`config.mk`:
```
export PLATFORM = sky130hd
export DESIGN_NAME = spi_master_dp
export DESIGN_NICKNAME = d
export VERILOG_FILES = /design/src/rtl/spi_master_dp.sv
export SDC_FILE = /design/constraint.sdc
export NUM_CORES = 1
export LEC_CHECK = 0
export CAP_MARGIN = 20
export CORE_UTILIZATION = 45
export DETAILED_ROUTE_END_ITERATION = 7
export PLACE_DENSITY = 0.75
export SYNTH_ARGS = -nofsm -noshare
export SYNTH_HDL_FRONTEND = slang
export SYNTH_SLANG_ARGS = --single-unit
```
`constraint.sdc`:
```
create_clock -name clk -period 2.5 [get_ports clk]
set_input_delay 0.5 -clock clk [delete_from_list [all_inputs] [get_ports clk]]
set_output_delay 0.5 -clock clk [all_outputs]
set_load 0.005 [all_outputs]
```
`src/rtl/spi_master_dp.sv`:
```
// SPI master datapath: TX holding register, MSB-first shift register and RX
// buffer driven by the controller's load/shift_en/ss strobes.
module spi_master_dp #(
    parameter int unsigned       DATA_W = 16,
    parameter logic [DATA_W-1:0] FILL   = '0
) (
    input  logic              clk,
    input  logic              rst,
    input  logic [DATA_W-1:0] tx_data,
    input  logic              tx_valid,
    output logic              tx_ready,
    input  logic              load,
    input  logic              shift_en,
    input  logic              ss,
    output logic              mosi,
    input  logic              miso,
    output logic [DATA_W-1:0] rx_data,
    output logic              rx_valid,
    input  logic              rx_ready,
    output logic              busy,
    output logic              underrun,
    output logic              overrun,
    output logic              frame_err,
    input  logic              clr_flags
);

    localparam int unsigned CNT_W = $clog2(DATA_W + 1);
    localparam logic [CNT_W-1:0] LAST_BIT = CNT_W'(DATA_W - 1);
    localparam logic [CNT_W-1:0] FULL_CNT = CNT_W'(DATA_W);

    typedef enum logic [1:0] {
        IDLE   = 2'd0,
        LOADED = 2'd1,
        SHIFT  = 2'd2
    } state_e;

    state_e            state_q, state_d;
    logic [CNT_W-1:0]  bcnt_q, bcnt_d;
    logic [DATA_W-1:0] hold_q, hold_d;
    logic              hold_full_q, hold_full_d;
    logic [DATA_W-1:0] shreg_q, shreg_d;
    logic [DATA_W-1:0] rx_data_q, rx_data_d;
    logic              rx_valid_q, rx_valid_d;
    logic              underrun_q, underrun_d;
    logic              overrun_q, overrun_d;
    logic              frame_err_q, frame_err_d;

    logic [DATA_W-1:0] shifted;
    logic              capture;

    always_ff @(posedge clk or posedge rst) begin
        if (rst) begin
            state_q     <= IDLE;
            bcnt_q      <= '0;
            hold_q      <= '0;
            hold_full_q <= 1'b0;
            shreg_q     <= '0;
            rx_data_q   <= '0;
            rx_valid_q  <= 1'b0;
            underrun_q  <= 1'b0;
            overrun_q   <= 1'b0;
            frame_err_q <= 1'b0;
        end else begin
            state_q     <= state_d;
            bcnt_q      <= bcnt_d;
            hold_q      <= hold_d;
            hold_full_q <= hold_full_d;
            shreg_q     <= shreg_d;
            rx_data_q   <= rx_data_d;
            rx_valid_q  <= rx_valid_d;
            underrun_q  <= underrun_d;
            overrun_q   <= overrun_d;
            frame_err_q <= frame_err_d;
        end
    end

    always_comb begin
        state_d     = state_q;
        bcnt_d      = bcnt_q;
        hold_d      = hold_q;
        hold_full_d = hold_full_q;
        shreg_d     = shreg_q;
        rx_data_d   = rx_data_q;
        rx_valid_d  = rx_valid_q;
        // Clear first so any set event below in the same cycle overrides it.
        underrun_d  = underrun_q  & ~clr_flags;
        overrun_d   = overrun_q   & ~clr_flags;
        frame_err_d = frame_err_q & ~clr_flags;
        capture     = 1'b0;
        shifted     = {shreg_q[DATA_W-2:0], miso};

        if (load) begin
            shreg_d     = hold_full_q ? hold_q : FILL;
            hold_full_d = 1'b0;
            bcnt_d      = '0;
            state_d     = LOADED;
            if (!hold_full_q) begin
                underrun_d = 1'b1;
            end
            if (state_q == SHIFT && bcnt_q != '0 && bcnt_q < FULL_CNT) begin
                frame_err_d = 1'b1;
            end
        end else if (ss && state_q != IDLE) begin
            state_d     = IDLE;
            frame_err_d = 1'b1;
        end else if (shift_en) begin
            if (state_q == IDLE) begin
                frame_err_d = 1'b1;
            end else begin
                shreg_d = shifted;
                bcnt_d  = bcnt_q + 1'b1;
                state_d = SHIFT;
                if (bcnt_q == LAST_BIT) begin
                    capture = 1'b1;
                    state_d = IDLE;
                end
            end
        end

        if (rx_valid_q && rx_ready) begin
            rx_valid_d = 1'b0;
        end
        if (capture) begin
            rx_data_d  = shifted;
            rx_valid_d = 1'b1;
            if (rx_valid_q && !rx_ready) begin
                overrun_d = 1'b1;
            end
        end

        // Accept after the load clear: an accept on an underrun load refills hold.
        if (tx_valid && !hold_full_q) begin
            hold_d      = tx_data;
            hold_full_d = 1'b1;
        end
    end

    assign tx_ready  = ~hold_full_q;
    assign mosi      = shreg_q[DATA_W-1];
    assign rx_data   = rx_data_q;
    assign rx_valid  = rx_valid_q;
    assign busy      = (state_q != IDLE);
    assign underrun  = underrun_q;
    assign overrun   = overrun_q;
    assign frame_err = frame_err_q;

endmodule

```
### Word-level counts from Yosys, hierarchy flattened

Cells that the tools add are included.

* register bits after elaboration: 60
* input port bits: 25
* output and inout port bits: 23
* logic and storage cells: 71

* add/sub/neg operators: 1
* $lt $le $gt $ge: 1
* equality and inequality tests: 5
* muxes and demuxes: 32
* bitwise operators: 5
* reduce and logical (&&, ||, !) cells: 17

Operators with widths (count)
* $mux 16: 5
* $mux 5: 4
* $mux 1: 18
* $mux 2: 5
* $reduce_bool 2->1: 4
* $logic_and 1x1->1: 6
* $add 5x1->5 const B: 1
* $eq 5x4->1 const B: 1
* $lt 5x5->1 const B: 1
* $reduce_bool 5->1: 1
* $ne 2x2->1 const B: 2
* $and 1x1->1: 3
* $ne 3x3->1 const B: 1
* $reduce_and 3->1: 1
* $reduce_bool 3->1: 1
* $eq 2x2->1 const B: 1
* $logic_not 1->1: 2
* $logic_not 2->1: 1
* $not 1->1: 2
* $reduce_and 2->1: 1

### Logic depth before layout (Yosys ltp)

* depth in word-level cells: 7
* mapped depth: 6
* mapped depth without buffers: 5

### Worst setup path after synthesis

No wires, ideal clock.

* path type: reg2reg
* start: register bcnt_q[0]
* end: register rx_data_q[0] (netlist: rx_data[0])
* library setup time: 0.125 ns
* data arrival time: 1.600 ns
* data required time: 2.375 ns
* setup slack: 0.775 ns
* cell stages (with the launch flop): 7
* path buffers: 1
* clock period less this slack: 1.725 ns
* path through: dfrtp_1 ha_1 and3_1 ha_1 nand4_4 buf_6 mux2_4

* longest elaborated chain between the ends: 6

Ends and longest elaborated chain
* start: declaration: line 38 `logic [CNT_W-1:0] bcnt_q, bcnt_d;`
* start signal: assignment: line 65 `bcnt_q <= bcnt_d;`
* $eq 5x4->1: line 113 `if (bcnt_q == LAST_BIT) begin`
* $mux 1: line 113
* $mux 1: line 107 `if (state_q == IDLE) begin`
* $mux 1: line 106 `end else if (shift_en) begin`
* $mux 1: line 103 `end else if (ss && state_q != IDLE) begin`
* $mux 1: line 92 `if (load) begin`
* end signal: assignment: line 69 `rx_data_q <= rx_data_d;`
* end: declaration: line 42 `logic [DATA_W-1:0] rx_data_q, rx_data_d;`

No other way between the ends.
A chain may end at the register's enable or synchronous reset.

### Worst setup path after layout

* start: register hold_full_q
* end: output port tx_ready

* longest elaborated chain between the ends: 1

Ends and longest elaborated chain
* start: declaration: line 40 `logic hold_full_q, hold_full_d;`
* start signal: assignment: line 67 `hold_full_q <= hold_full_d;`
* $not 1->1: line 138 `assign tx_ready = ~hold_full_q;`
* end: declaration: line 11 `output logic tx_ready,`

No other way between the ends.

==> out/results.tsv <==
metric	value	unit
critical_path_arrival	1.52	ns
die_area	0.00633	mm^2
tritoncts	yes	
status	finished, final reports clean	
syn_nets	253	
ant_nets	0	
synth_fa_ha_area_share	1.39	%
via_per_inst	5.37	
syn_inst	225	
grt_overflow	0	
p_seq_share	47.9	%
tightestPinTransition	0.458	ns
core	0.00564	mm^2
grt_pass1_wl	9.47	mm
p_int	0.00185	W
slew_headroom	68.7	%
switching_share	24.0	%
ys_ff_latch	60	
ys_types	39	
endpoint_kind	output port	
final_area	0.00348	mm^2
critPathRequiredTime	2.00	ns
firstDrtPassIters	4	
pin_count	48	
clockPowerShare	38.8	%
fin_setup_tns	0	ns
die_h	79.5	um
p_switching	0.000583	W
cap_violations	0	
rows	27	
synth_mux_area_share	14.8	%
wire_per_inst	15.5	um
grt_max_degree	61	
layout-drive-gt1-share	21.9	%
io_buffers	47	
postCtsSetupBuffers	0	
place_ws	0.277	ns
htreeDepth	3	
gp_congestion	0.733	
die_w	79.5	um
holdWs	0.485	ns
drc	0	
utilization	61.7	%
root_buffer	clkbuf_8	
ys_seq_area_share	55.5	%
pwr-share-comb	13.3	%
cts_buffers	9	
cp_slowest_cell	clkdlybuf4s50_1	
yosysTopAreaCell	dfrtp_1	
rsz0062_at_grt	no	
final_cell_mix	60 x dfrtp_1, 47 x clkdlybuf4s50_1, 24 x mux2_2	
antenna_cells	0	
cts_max_path_buffers	2	
max_stage_delay	0.52	ns
fin_crit_sh	80.7	%
start_util	47.9	%
area_growth	28.6	%
skew	0.00697	ns
ir_drop	0.407	mV
dr_total_vias	1905	
final-hold-violation-count	0	
clock_latency	0.33	ns
synth-xor-area-share	0	%
synth_top_area_share	55.5	%
cp-start-kind	flip-flop	
synth_top_family_by_area	multiplexers	
final_common_cell	dfrtp_1	
wirelength	5.49	mm
max_clock_freq	0.496	GHz
antenna_found_initial	0	
drt_first_iter_violations	134	
fin_nets	306	
synth_area_per_cell	12.0	um^2
holdBufCountCts	0	
grt_pass1_vias	1931	
layout_min_cycle_time	2.02	ns
ys_warn_count	0	
power.density	699	mW/mm^2
path_class	flip-flop to output port	
crit_path_cell_trace	inv_1 -> clkdlybuf4s50_1	
nFillCells	458	
fin_ws	0.483	ns
cts.sinks	60	
grt_use_total	20.3	%
cts.clk_slew.worst_paths	0.06	ns
finalSetupViolCount	0	
synth_compound_area_share	11.0	%
postPlaceCellArea	0.00326	mm^2
path_max_fanout	10	
p_leak	1.62	nW
hold_class	flip-flop to flip-flop	
syn_area	0.00271	mm^2
dpl.hpwl	3.77	mm
synthSimpleGateAreaFrac	12.4	%
cts.repair.resized	0	
netlist_top_cells_area	dfrtp_1 56%, mux2_2 10%, mux2_4 4.4%	
slew_violations	0	
[kinds of logic (layout without fill, tap and decap cells)]
logic type | after synthesis | after routing
AO/OA/AOI/OAI | 45 | 45
adder cells (fa/ha/maj) | 3 | 3
buffers and inverters | 26 | 84
flip-flops | 60 | 60
multiplexers | 33 | 33
AND/OR/NAND/NOR | 58 | 58
[synthesized netlist by cell type (all sizes together)]
| cell type | count |
|---|---|
| dfrtp | 60 |
| mux2 | 32 |
| nand3 | 18 |
| a21oi | 15 |
| nand2b | 12 |
| buf | 11 |
| inv | 10 |
| a211o | 9 |
| nor3 | 9 |
| o21ai | 8 |
| nor2b | 6 |
| nor2 | 5 |
| clkbuf | 4 |
| ha | 3 |
| nand4 | 3 |
| o22ai | 2 |
| o31ai | 2 |
| a2111oi | 1 |
| a211oi | 1 |
| a21o | 1 |
| a221o | 1 |
| a311oi | 1 |
| a31o | 1 |
| a31oi | 1 |
| and2b | 1 |
| and3 | 1 |
| clkinv | 1 |
| mux2i | 1 |
| nand2 | 1 |
| nor3b | 1 |
| o211a | 1 |
| o221ai | 1 |
| or4 | 1 |
[final timing paths]
| check | start | to | slack [ns] | cells after the start |
|---|---|---|---|---|
| setup / recovery | hold_full_q$_DFFE_PP0P_ | tx_ready | 0.48 | 2 |
| hold / removal | hold_q[11]$_DFFE_PP0P_ | shreg_q[11]$_DFFE_PP0P_ | 0.48 | 1 |
| setup reg to reg | bcnt_q[0]$_DFFE_PP0P_ | rx_data[4]$_DFFE_PP0P_ | 0.58 | 5 |
| hold reg to reg | hold_q[11]$_DFFE_PP0P_ | shreg_q[11]$_DFFE_PP0P_ | 0.48 | 1 |
| max in group asynchronous | rst | shreg_q[4]$_DFFE_PP0P_ | 1.69 | 3 |
| min in group asynchronous | rst | rx_data[14]$_DFFE_PP0P_ | 0.54 | 3 |
[layout make-up]
cell class              count  area (um^2)  share of cell area [%]
clock inverters             5         75.1                    2.16
inverters                  11         41.3                    1.19
well taps                  72         90.1                    2.59
repair buffers             57          558                    16.0
flip-flops and latches     60         1500                    43.2
multi-input cells         139         1070                    30.8
clock buffers              11          141                    4.06
[power by group through the flow]
stage	combinational [W]	sequential, W	clock (W)
floorplan	0.000221	0.00115	0
global placement	0.000317	0.00118	0
detailed placement	0.000324	0.00118	0
CTS	0.000327	0.00117	0.000967
global route	0.000361	0.00118	0.00101
finish	0.000323	0.00117	0.000943
[metrics by stage]
stage	cells	total power, W
2_1_floorplan	225	0.00137
3_3_place_gp	339	0.00149
3_5_place_dp	339	0.00151
4_1_cts	355	0.00246
5_1_grt	355	0.00256
6_report	355	0.00243
[critical path, delay by kind of cell (launching register included)]
kind | cells | cell delay (ns)
buffers and inverters | 2 | 0.68
DFF | 1 | 0.51
[metal layers]
metal  share of wire [%]  wire (um)  global-route usage (%)
met1                  46       2540                    28.0
met2                  47       2580                    29.7
met3                 4.9        268                    5.14
met4                 1.7         93                    9.82
met5                   0          0                       0
[flip-flops by register name (all words and copies together) (netlist names)]
signal	count
bcnt_q	5
rx_valid	1
state_q	2
rx_data	16
overrun	1
hold_q	16
hold_full_q	1
underrun	1
frame_err	1
shreg_q	16
No activity file was read; power rests on OpenSTA's default activity.
